<file path="config.mk">
export PLATFORM = sky130hd
export DESIGN_NAME = toggle_hs_rx_flat
export DESIGN_NICKNAME = d
export VERILOG_FILES = /design/src/rtl/toggle_hs_rx_pkg.sv /design/src/rtl/toggle_hs_rx_if.sv /design/src/rtl/toggle_hs_rx_bit_sync.sv /design/src/rtl/toggle_hs_rx.sv /design/src/flat_wrapper.sv
export SDC_FILE = /design/constraint.sdc
export NUM_CORES = 1
export LEC_CHECK = 0
export CAP_MARGIN = 10
export CELL_PAD_IN_SITES_DETAIL_PLACEMENT = 0
export CELL_PAD_IN_SITES_GLOBAL_PLACEMENT = 1
export CORE_AREA = 2 2 60 62
export DETAILED_ROUTE_END_ITERATION = 10
export DIE_AREA = 0 0 62 64
export GPL_TIMING_DRIVEN = 0
export HOLD_SLACK_MARGIN = 0.15
export PLACE_DENSITY = 0.77
export SETUP_SLACK_MARGIN = 0.5
export SLEW_MARGIN = 20
export SYNTH_ARGS = -nofsm -noshare
export SYNTH_HDL_FRONTEND = slang
export SYNTH_SLANG_ARGS = --single-unit
</file>
<file path="constraint.sdc">
create_clock -name clk -period 3.95 [get_ports clk]
set_clock_uncertainty 0.2 [all_clocks]
set_input_delay 0.79 -clock clk [delete_from_list [all_inputs] [get_ports clk]]
set_output_delay 0.79 -clock clk [all_outputs]
set_load 0.01 [all_outputs]
</file>
<file path="src/rtl/toggle_hs_rx_pkg.sv">
// rtl/toggle_hs_rx_pkg.sv - shared types and defaults for the toggle handshake receiver
package toggle_hs_pkg;

   typedef enum logic {
      IDLE  = 1'b0,
      VALID = 1'b1
   } state_t;

   localparam int DEF_DATA_W      = 8;
   localparam int DEF_SYNC_STAGES = 2;
   localparam int DEF_CNT_W       = 16;
   localparam int SYNC_STAGES_MIN = 2;
   localparam int SYNC_STAGES_MAX = 4;

   // Two-phase protocol: a request is outstanding whenever the levels differ.
   function automatic logic req_pending(input logic req_s, input logic ack);
      return req_s ^ ack;
   endfunction

endpackage

</file>
<file path="src/rtl/toggle_hs_rx_if.sv">
// rtl/toggle_hs_rx_if.sv - toggle request link plus valid/ready output port
interface toggle_hs_rx_if
   import toggle_hs_pkg::*;
#(
   parameter int DATA_W = DEF_DATA_W
);
   logic              req_tgl;
   logic [DATA_W-1:0] data_in;
   logic              ack_tgl;
   logic              out_valid;
   logic [DATA_W-1:0] out_data;
   logic              out_ready;

   modport master (
      output req_tgl, data_in, out_ready,
      input  ack_tgl, out_valid, out_data
   );

   modport slave (
      input  req_tgl, data_in, out_ready,
      output ack_tgl, out_valid, out_data
   );
endinterface

</file>
<file path="src/rtl/toggle_hs_rx_bit_sync.sv">
// rtl/toggle_hs_rx_bit_sync.sv - multi-flop single-bit synchronizer
module bit_sync
   import toggle_hs_pkg::*;
#(
   parameter int STAGES = DEF_SYNC_STAGES
)(
   input  logic clk,
   input  logic rst,
   input  logic i_d,
   output logic o_q
);
   logic [STAGES-1:0] r_sync;

   always_ff @(posedge clk or posedge rst) begin
      if (rst) r_sync <= '0;
      else     r_sync <= {r_sync[STAGES-2:0], i_d};
   end

   assign o_q = r_sync[STAGES-1];
endmodule

</file>
<file path="src/rtl/toggle_hs_rx.sv">
// rtl/toggle_hs_rx.sv - receive side of a two-phase toggle request/acknowledge crossing
module toggle_hs_rx
   import toggle_hs_pkg::*;
#(
   parameter int DATA_W      = DEF_DATA_W,
   parameter int SYNC_STAGES = DEF_SYNC_STAGES,
   parameter int CNT_W       = DEF_CNT_W
)(
   input  logic             clk,
   input  logic             rst,
   toggle_hs_rx_if.slave    io_link,
   input  logic             i_err_clr,
   output logic [CNT_W-1:0] o_xfer_cnt,
   output logic             o_proto_err
);
   if (SYNC_STAGES < SYNC_STAGES_MIN || SYNC_STAGES > SYNC_STAGES_MAX) begin : g_bad_sync
      $error("toggle_hs_rx: SYNC_STAGES outside legal range");
   end

   state_t            r_state;
   state_t            w_state_nxt;
   logic              r_ack;
   logic [DATA_W-1:0] r_out_data;
   logic [CNT_W-1:0]  r_xfer_cnt;
   logic              r_proto_err;

   logic w_req_s;
   logic w_pending;
   logic w_out_valid;
   logic w_capture;
   logic w_handshake;
   logic w_violation;

   bit_sync #(.STAGES(SYNC_STAGES)) u_req_sync (
      .clk (clk),
      .rst (rst),
      .i_d (io_link.req_tgl),
      .o_q (w_req_s)
   );

   assign w_pending = req_pending(w_req_s, r_ack);

   always_ff @(posedge clk or posedge rst) begin
      if (rst) r_state <= IDLE;
      else     r_state <= w_state_nxt;
   end

   always_comb begin
      w_state_nxt = r_state;
      case (r_state)
         IDLE:    if (w_pending)         w_state_nxt = VALID;
         VALID:   if (io_link.out_ready) w_state_nxt = IDLE;
         default:                        w_state_nxt = IDLE;
      endcase
   end

   always_comb begin
      w_out_valid = 1'b0;
      w_capture   = 1'b0;
      w_handshake = 1'b0;
      w_violation = 1'b0;
      case (r_state)
         IDLE: begin
            w_capture = w_pending;
         end
         VALID: begin
            w_out_valid = 1'b1;
            w_handshake = io_link.out_ready;
            // Sender flipped again before our ack: levels re-matched while a word is held.
            w_violation = ~w_pending;
         end
         default: begin
            w_out_valid = 1'b0;
         end
      endcase
   end

   always_ff @(posedge clk or posedge rst) begin
      if (rst) begin
         r_ack       <= 1'b0;
         r_out_data  <= '0;
         r_xfer_cnt  <= '0;
         r_proto_err <= 1'b0;
      end else begin
         if (w_capture) r_out_data <= io_link.data_in;
         if (w_handshake) begin
            r_ack      <= ~r_ack;
            r_xfer_cnt <= r_xfer_cnt + CNT_W'(1);
         end
         if (w_violation)    r_proto_err <= 1'b1;
         else if (i_err_clr) r_proto_err <= 1'b0;
      end
   end

   assign io_link.ack_tgl   = r_ack;
   assign io_link.out_valid = w_out_valid;
   assign io_link.out_data  = r_out_data;
   assign o_xfer_cnt        = r_xfer_cnt;
   assign o_proto_err       = r_proto_err;
endmodule
</file>
<file path="src/flat_wrapper.sv">
// flat-port wrapper written by rule: the top's interface ports become plain ports
module toggle_hs_rx_flat import toggle_hs_pkg::*;
#(
   parameter int DATA_W      = DEF_DATA_W,
   parameter int SYNC_STAGES = DEF_SYNC_STAGES,
   parameter int CNT_W       = DEF_CNT_W
)
  (clk, rst, i_err_clr, o_xfer_cnt, o_proto_err, io_link_req_tgl, io_link_data_in, io_link_out_ready, io_link_ack_tgl, io_link_out_valid, io_link_out_data);
  toggle_hs_rx_if #(.DATA_W(DATA_W)) io_link_i ();
  input  logic clk;
  input  logic rst;
  input  logic i_err_clr;
  output logic [CNT_W-1:0] o_xfer_cnt;
  output logic o_proto_err;
  input wire logic [$bits(io_link_i.req_tgl)-1:0] io_link_req_tgl;
  input wire logic [$bits(io_link_i.data_in)-1:0] io_link_data_in;
  input wire logic [$bits(io_link_i.out_ready)-1:0] io_link_out_ready;
  output wire logic [$bits(io_link_i.ack_tgl)-1:0] io_link_ack_tgl;
  output wire logic [$bits(io_link_i.out_valid)-1:0] io_link_out_valid;
  output wire logic [$bits(io_link_i.out_data)-1:0] io_link_out_data;
  assign io_link_i.req_tgl = io_link_req_tgl;
  assign io_link_i.data_in = io_link_data_in;
  assign io_link_i.out_ready = io_link_out_ready;
  assign io_link_ack_tgl = io_link_i.ack_tgl;
  assign io_link_out_valid = io_link_i.out_valid;
  assign io_link_out_data = io_link_i.out_data;
  toggle_hs_rx #(.DATA_W(DATA_W), .SYNC_STAGES(SYNC_STAGES), .CNT_W(CNT_W)) u_core (.clk(clk), .rst(rst), .io_link(io_link_i), .i_err_clr(i_err_clr), .o_xfer_cnt(o_xfer_cnt), .o_proto_err(o_proto_err));
endmodule
</file>
After elaboration in Yosys (flattened, before gate mapping)
Index checks and enable logic that the tools add are counted.

Reduce and logical (&&, ||, !) cells: 1. Bitwise gates (word level): 4. Mux-type cells: 9. $add $sub $neg: 1.

Operators with widths (number): 16-bit by 1-bit adder with 16-bit output, second input constant (1); 1-bit two-way mux (8); 1-bit NOT (3); 1-bit case mux with 2 select lines (1); 2-bit nonzero test (1); 1-bit bitwise XOR (1).

Logic and storage cells: 21. Input port bits: 13. Output and inout port bits: 27. Register bits after elaboration: 29.

Longest topological paths before layout
Gate-level depths: netlist of the first run.

Word-level depth: 4. Mapped depth: 5. Mapped depth without buffers: 5.

Cells and area by module
From an unflattened synthesis of the first run, not the netlist that was laid out.

Cells, all modules: 92. Area total of the unflattened synthesis: 1168.6 um^2.

Modules (own cells, without submodules): toggle_hs_rx (area each 1114.8 um^2, sequential area each 675.6 um^2, instances 1, cells each 89); bit_sync (area each 53.8 um^2, sequential area each 50.0 um^2, instances 1, cells each 3).

Least setup slack after synthesis of the first run
OpenSTA, ideal clock, no wires.

Kind: in2reg. Start point: in io_link_out_ready. End point: reg u_core.r_xfer_cnt[15], in the netlist u_core.o_xfer_cnt[15]. Stages: 4. Setup time: 0.124 ns. Path slack: 2.196 ns. Required time: 3.626 ns. Buffers on the path: 0. Arrival: 1.430 ns. Cell sequence: nand4_4 -> nor4_4 -> nand3_1 -> xnor2_1.

Longest elaborated chain between the ends: 1.

RTL lines: start, declared (RTL line flat_wrapper.sv:17) `input wire logic [$bits(io_link_i.out_ready)-1:0] io_link_out_ready;`; 1-bit two-way mux (RTL line toggle_hs_rx.sv:62) `case (r_state)`; end signal, assigned (RTL line toggle_hs_rx.sv:88) `r_xfer_cnt <= r_xfer_cnt + CNT_W'(1);`; end, declared (RTL line toggle_hs_rx.sv:24) `logic [CNT_W-1:0] r_xfer_cnt;`.

Every way passes these cells. A chain may end at the register's enable or synchronous reset.

Worst setup path after layout of the first run
Start point: reg u_core.r_xfer_cnt[0], in the netlist u_core.o_xfer_cnt[0]. End point: out o_xfer_cnt[0].

RTL lines: end, declared (RTL line flat_wrapper.sv:13) `output logic [CNT_W-1:0] o_xfer_cnt;`.

No word-level cell between the ends.

==> results by group, run 1 <==
Global routing
  • Vias in the first global route: 782
  • Antenna violations before repair: 0
  • Gr ovfl total: 0
  • First-pass GRT wire length: 3.42 mm
  • Largest net degree at the start of global routing: 30
  • GRT Overall Usage: 0.122

Layout
  • Nets: 147
  • Ant diodes: 0
  • Syn-to-layout area delta: 41.3%
  • Non-Filler Instances: 180
  • Share of layout cells above drive strength 1: 0.187

Yosys
  • #FFs+latches synth: 29
  • Mapped Nets: 101
  • Ys async rst share: 1.00
  • Total number of yosys warnings: 0
  • Distinct cell type count after synthesis: 21
  • Top post-synthesis cells by count: dfrtp_1, xnor2_1, mux2_2
  • Mapped Avg Cell Area: between 10 and 15 sq um
  • Most frequent cell after synthesis: dfrtp_1
  • Cells after Synth: a little under 90
  • Prevailing post-synth register cell: dfrtp_1
  • Number of synthesized flops with an enable pin: 0
  • Yosys top cell by area: dfrtp_1
  • Top-area cell type share of the netlist area: 0.600
  • Synth area leaders: dfrtp_1, mux2_2, xnor2_1
  • Post-Synthesis Cell Area: around 1200 sq um
  • Seq/Total Area, Yosys: 0.600

Detailed routing
  • Residual DRC: 0
  • Iter 0 DRT Violations: 28
  • Final WL: roughly 2.1 mm
  • Wirelength per Cell: 11.7 um
  • DRT Pass-1 Iters: 4
  • ANT nets after route: 0
  • DR vias: ~800
  • Via density: around 4.4

Timing
  • Setup_tns: 0 ns
  • Period utilisation layout: 0.597
  • # setup viols final: 0
  • Final worst path period need: 2.36 ns
  • Worst slew pin tran: 0.585 ns
  • Peak Freq: 424 MHz
  • Relative slew margins: 0.609
  • Final Hold Fails: 0
  • Slew Viols, Final: 0
  • RSZ-0062 raised after global routing: no
  • WHS: 0.154 ns

Clock tree
  • Clock Path Buffers: 2
  • CTS tree: built
  • Post-CTS setup buffer count: 0
  • H-tree Lvls: 2
  • CTS Buf Count: 5
  • Post_cts resized: 0
  • CTS root buf: clkbuf_4
  • Clock transition at path regs: 0.08 ns
  • CTS Hold Bufs: 0
  • Worst-Skew Late Latency: between 0.3 and 0.4 ns
  • CTS Sinks: 29

Pwr
  • Net Sw Frac: 0.325
  • Psw: 0.344 mW
  • Clk pwr share: 0.159
  • Reg power frac: 0.433
  • Cell Int Power: 0.713 mW
  • Maximum vdd drop: slightly below 0.3 mV
  • Total chip power: about 1.1 mW
  • Comb power frac: 0.408
  • PD cells: 619 nW/um^2
  • Static Leak: 0.759 nW

Die
  • Initial core utilization: 0.368
  • Core region area: 3280 sq um
  • Die width: 62 um
  • IO Pins: 40
  • Die height: 64 um
  • DIE AREA: between 3000 and 4000 sq um
  • Site row count: 21

Setup path
  • Worst path max stage delay: 0.58 ns
  • Worst Path Max Fanout: 4
  • Startpoint types: flip-flop
  • CP Capture Type: output pin
  • Worst endpoint required time: just under 3 ns
  • Worst Path Arrival: 1.37 ns
  • RR Startpoint: u_core.o_xfer_cnt[0]
  • Critical-path top delay cell: clkdlybuf4s50_1
  • FF-to-FF path depth: 5
  • WP buf/inv: 1
  • CP delay by family, top: buffers and inverters
  • Crit path from: u_core.o_xfer_cnt[0]
  • Cells along the critical path: clkdlybuf4s50_1
  • Crit Path Class: flip-flop to output pin
  • Worst path depth: 1

Hold path
  • HP Start: u_core.u_req_sync.r_sync[0]
  • Worst min-delay path class: flip-flop to flip-flop
  • Hold path cells: 0

Run status
  • Status: finished, final reports clean

Job
  • MaxCap Viol Count: 0

Placement
  • Post-Place Cells: 172
  • I/O Buffers: 39
  • HPWL after DPL: approximately 1.5 mm
  • Placer Congestion: 0.773
[logic make-up (layout without fill, tap and decap cells)]
logic type,count (synthesis),count (layout),synth area share
xor gates and xnor gates,17,17,0.123
buffers and inverters,4,51,0.0155
and+or+nand+nor,25,25,0.154
muxes,10,10,0.0921
DFF,29,29,0.600
adders and majority gates,1,1,0.0104
AOI/OAI and AO/OA,1,1,0.00414
[power groups by stage]
stage,logic [mW],clock network [mW],registers (mW)
after floorplan,0.182,0,0.501
after global placement,0.431,0,0.463
after detailed placement,0.437,0,0.466
after CTS,0.439,0.177,0.460
after global routing,0.469,0.188,0.472
final,0.431,0.168,0.458
[registers in the layout (all words and copies together), names as in the netlist]
name and cells:
u_core.u_req_sync.r_sync 2, u_core.r_state 1, u_core.io_link.out_data 8, u_core.io_link.ack_tgl 1, u_core.o_xfer_cnt 16, u_core.o_proto_err 1
[final timing paths]
path | endpoint | slack (ns)
worst min register to register | u_core.u_req_sync.r_sync[1] | 0.15
max in group asynchronous | u_core.o_proto_err | 2.52
worst max register to register | u_core.o_xfer_cnt[12] | 2.27
worst max-delay path | o_xfer_cnt[0] | 1.59
min in group asynchronous | u_core.o_xfer_cnt[13] | 0.64
worst min-delay path | u_core.u_req_sync.r_sync[1] | 0.15
[through the flow]
stage	worst slack, ns	util	instance area [sq um]
after floorplan	2.20	-	1210
after global placement	1.46	0.504	1660
after detailed placement	1.44	0.504	1660
after CTS	1.57	0.520	1710
after global routing	1.53	0.520	1710
final	1.59	0.520	1710
[final cells by class]
type	count	area (sq um)
tap	46	57.6
sequential	29	726
fill	291	1580
buffer	1	7.51
clock buffer	6	41.3
multi-input combinational	54	464
clock inverter	2	10.0
timing repair buffer	39	390
inverter	3	11.3
[cells in the final DEF (no fill, tap or decap), types with 2 or more instances in the layout]
master,instances
and3_1,2
nand2_1,4
inv_1,2
clkdlybuf4s50_1,39
clkbuf_4,5
clkinv_2,2
dfrtp_1,29
nor2_1,3
nor3_1,2
mux2_2,9
nand3_1,6
xor2_1,7
xnor2_1,10
nor4_4,2
[per-layer routing]
metal / share of wire / global-route usage / wire length [um] / up-vias
li1: - / - / - / 390
met1: 0.44 / 0.147 / 935 / 369
met2: 0.44 / 0.172 / 933 / 32
met3: 0.085 / 0.0607 / 180 / 5
met4: 0.028 / 0.0718 / 60 / 0
met5: 0 / 0 / 0 / -
Power figures use the tool's default switching activity.
==> run 2, diff against run 1 <==
--- a/config.mk
+++ b/config.mk
@@ -8,12 +8,12 @@
 export CAP_MARGIN = 10
 export CELL_PAD_IN_SITES_DETAIL_PLACEMENT = 0
 export CELL_PAD_IN_SITES_GLOBAL_PLACEMENT = 1
-export CORE_AREA = 2 2 60 62
+export CORE_AREA = 2 2 62 64
 export DETAILED_ROUTE_END_ITERATION = 10
-export DIE_AREA = 0 0 62 64
+export DIE_AREA = 0 0 64 66
 export GPL_TIMING_DRIVEN = 0
 export HOLD_SLACK_MARGIN = 0.15
-export PLACE_DENSITY = 0.77
+export PLACE_DENSITY = 0.72
 export SETUP_SLACK_MARGIN = 0.5
 export SLEW_MARGIN = 20
 export SYNTH_ARGS = -nofsm -noshare
==> constraint.sdc (replaced) <==
create_clock -name clk -period 2.2 [get_ports clk]
set_clock_uncertainty 0.2 [all_clocks]
set_input_delay 0.44 -clock clk [delete_from_list [all_inputs] [get_ports clk]]
set_output_delay 0.44 -clock clk [all_outputs]
set_load 0.01 [all_outputs]
==> run 2 against run 1 <==
- routed wire length is 21% higher
- power is 84% higher
- combinational power is 100% higher
- critical endpoint is now o_xfer_cnt[1]
- sequential power is 71% higher
==> results by group, run 2 (synthesized netlist as in run 1, its figures left out) <==
Run status
  • Status: finished, final reports clean (unchanged)

Timing
  • Slew Viols, Final: 0 (unchanged)
  • Relative slew margins: 0.600 (was 0.609)
  • Period utilisation layout: 0.749
  • Worst slew pin tran: 0.599 ns (was 0.585 ns)
  • WHS: 0.169 ns (was 0.154 ns)
  • Final worst path period need: approximately 1.6 ns
  • RSZ-0062 raised after global routing: yes (was no)
  • Worst setup margin: 0.552 ns (was 1.59 ns)
  • # setup viols final: 0 (unchanged)
  • Peak Freq: 607 MHz
  • Final Hold Fails: 0 (unchanged)
  • Setup_tns: 0 ns (unchanged)

Setup path
  • Crit path from: u_core.o_xfer_cnt[1] (was u_core.o_xfer_cnt[0])
  • Startpoint types: flip-flop (unchanged)
  • Critical-path top delay cell: dfrtp_1 (was clkdlybuf4s50_1)
  • Worst Setup EP: o_xfer_cnt[1] (was o_xfer_cnt[0])
  • FF-to-FF path depth: 6 (was 5)
  • WP buf/inv: 1 (unchanged)
  • Crit Path Class: flip-flop to output pin (unchanged)
  • CP Capture Type: output pin (unchanged)
  • Worst Path Max Fanout: 2 (was 4)
  • Cells along the critical path: dlygate4sd2_1 (was clkdlybuf4s50_1)
  • Worst Path Arrival: 1.01 ns (was 1.37 ns)
  • Worst endpoint required time: 1.56 ns (was 2.96 ns)
  • Worst path max stage delay: 0.40 ns (was 0.58 ns)
  • Worst reg2reg path endpoint: u_core.o_xfer_cnt[14] (was u_core.o_xfer_cnt[12])
  • Worst path depth: 1 (unchanged)
  • RR Startpoint: u_core.o_xfer_cnt[1] (was u_core.o_xfer_cnt[0])
  • CP delay by family, top: flip-flops (was buffers and inverters)
  • R2R setup slack: 0.57 ns (was 2.27 ns)

Layout
  • Syn-to-layout area delta: 52.2% (was 41.3%)
  • Max reg flops: 16 (unchanged)
  • Ant diodes: 0 (unchanged)
  • Fin util: 0.518 (was 0.520)
  • Commonest cells after routing, fill and taps aside: dfrtp_1, dlygate4sd2_1, buf_4, clkdlybuf4s50_1 (was clkdlybuf4s50_1, dfrtp_1, xnor2_1, mux2_2, xor2_1)
  • Share of layout cells above drive strength 1: 0.318 (was 0.187)
  • Non-Filler Instances: 199 (was 180)
  • Design area: 1840 sq um (was 1710 sq um)
  • Commonest non-fill, non-tap cell in the layout: dfrtp_1 (was clkdlybuf4s50_1)
  • Nets: 164 (was 147)

Die
  • IO Pins: 40 (unchanged)
  • DIE AREA: 4220 sq um (was 3970 sq um)
  • Core region area: 3550 sq um (was 3280 sq um)
  • Die width: 64 um (was 62 um)
  • Site row count: 22 (was 21)
  • Initial core utilization: 0.340 (was 0.368)
  • Die height: 66 um (was 64 um)

Global routing
  • Largest net degree at the start of global routing: 30 (unchanged)
  • First-pass GRT wire length: 4.48 mm (was 3.42 mm)
  • Vias in the first global route: 947 (was 782)
  • Antenna violations before repair: 0 (unchanged)
  • Gr ovfl total: 0 (unchanged)
  • GRT Overall Usage: 0.145 (was 0.122)

Clock tree
  • Clock Path Buffers: 2 (unchanged)
  • Worst-Skew Late Latency: 0.32 ns (was 0.33 ns)
  • CTS Sinks: 29 (unchanged)
  • CTS root buf: clkbuf_4 (unchanged)
  • H-tree Lvls: 2 (unchanged)
  • CTS Buf Count: 5 (unchanged)
  • Clock transition at path regs: 0.08 ns (about the same)
  • CTS tree: built (unchanged)

Job
  • MaxCap Viol Count: 0 (unchanged)

Pwr
  • Static Leak: 0.927 nW (was 0.759 nW)
  • PD cells: 1060 nW/um^2 (was 619 nW/um^2)
  • Maximum vdd drop: 0.645 mV (was 0.296 mV)
  • Total chip power: 1.95 mW (was 1.06 mW)

Detailed routing
  • DR vias: 885 (was 796)
  • Wirelength per Cell: 12.8 um (was 11.7 um)
  • Final WL: 2.56 mm (was 2.11 mm)
  • Iter 0 DRT Violations: 23 (was 28)
  • Residual DRC: 0 (unchanged)
  • ANT nets after route: 0 (unchanged)
  • Via density: 4.45 (was 4.42)
  • DRT Pass-1 Iters: 4 (unchanged)

Placement
  • I/O Buffers: 39 (unchanged)
  • Placer Congestion: 0.684 (was 0.773)
  • Post-Place Cells: 174 (was 172)
  • Post-Place Cell Area: 1660 sq um (about the same)
  • Pre-CTS setup slack: 0.0138 ns (was 1.44 ns)
  • HPWL after DPL: 1.73 mm (was 1.53 mm)

Hold path
  • Worst min-delay path class: flip-flop to flip-flop (unchanged)
run 2: changes by cell type in the layout (fill, tap and decap cells not counted), moves of 2 or more:
cell             previous run  this run
buf_4                       1        18
clkbuf_1                    1         3
clkdlybuf4s15_1             0         4
clkdlybuf4s50_1            39        11
clkinv_2                    2         0
dfrtp_1                    29        26
dfrtp_2                     0         3
dlygate4sd2_1               0        22
run 2: layout make-up:
class                   instances  area [sq um]
well taps                      48          60.1
repair buffers                 56           488
plain buffers                   1          7.51
clock buffers                   8          48.8
fillers                       330          1710
multi-input cells              54           494
inverters                       3          11.3
flip-flops and latches         29           729
run 2: worst min path at each step:
stage / start / to / slack [ns] / depth (start not counted)
floorplan: u_core.u_req_sync.r_sync[0] / u_core.u_req_sync.r_sync[1] / 0.13 / 0
global placement: u_core.u_req_sync.r_sync[0] / u_core.u_req_sync.r_sync[1] / 0.13 / 0
detailed placement: u_core.u_req_sync.r_sync[0] / u_core.u_req_sync.r_sync[1] / 0.15 / 0
CTS: u_core.u_req_sync.r_sync[0] / u_core.u_req_sync.r_sync[1] / 0.18 / 0
global route: u_core.u_req_sync.r_sync[0] / u_core.u_req_sync.r_sync[1] / 0.18 / 0
finish: u_core.u_req_sync.r_sync[0] / u_core.u_req_sync.r_sync[1] / 0.17 / 0
run 2: where the power goes:
group | internal, mW | switching (mW) | total, mW | leakage, nW
registers | 0.696 | 0.0882 | 0.784 | 0.363
clock network | 0.127 | 0.170 | 0.297 | 0.0265
logic | 0.461 | 0.408 | 0.868 | 0.538
run 2: layer usage:
metal  track usage  vias to the layer above  part of all wire
met5             0                        -                 0
met4        0.0707                        0             0.022
met3        0.0681                        7             0.066
met2         0.238                       27              0.50
met1         0.157                      432              0.41
li1              -                      419                 -
run 2: what timing repair did:
item | CTS | global route
pin swaps | 0 | 1
setup buffers | 13 | 4
resized for setup | 34 | 9
setup endpoints to repair | 33 | 18
hold buffers | 0 | 0
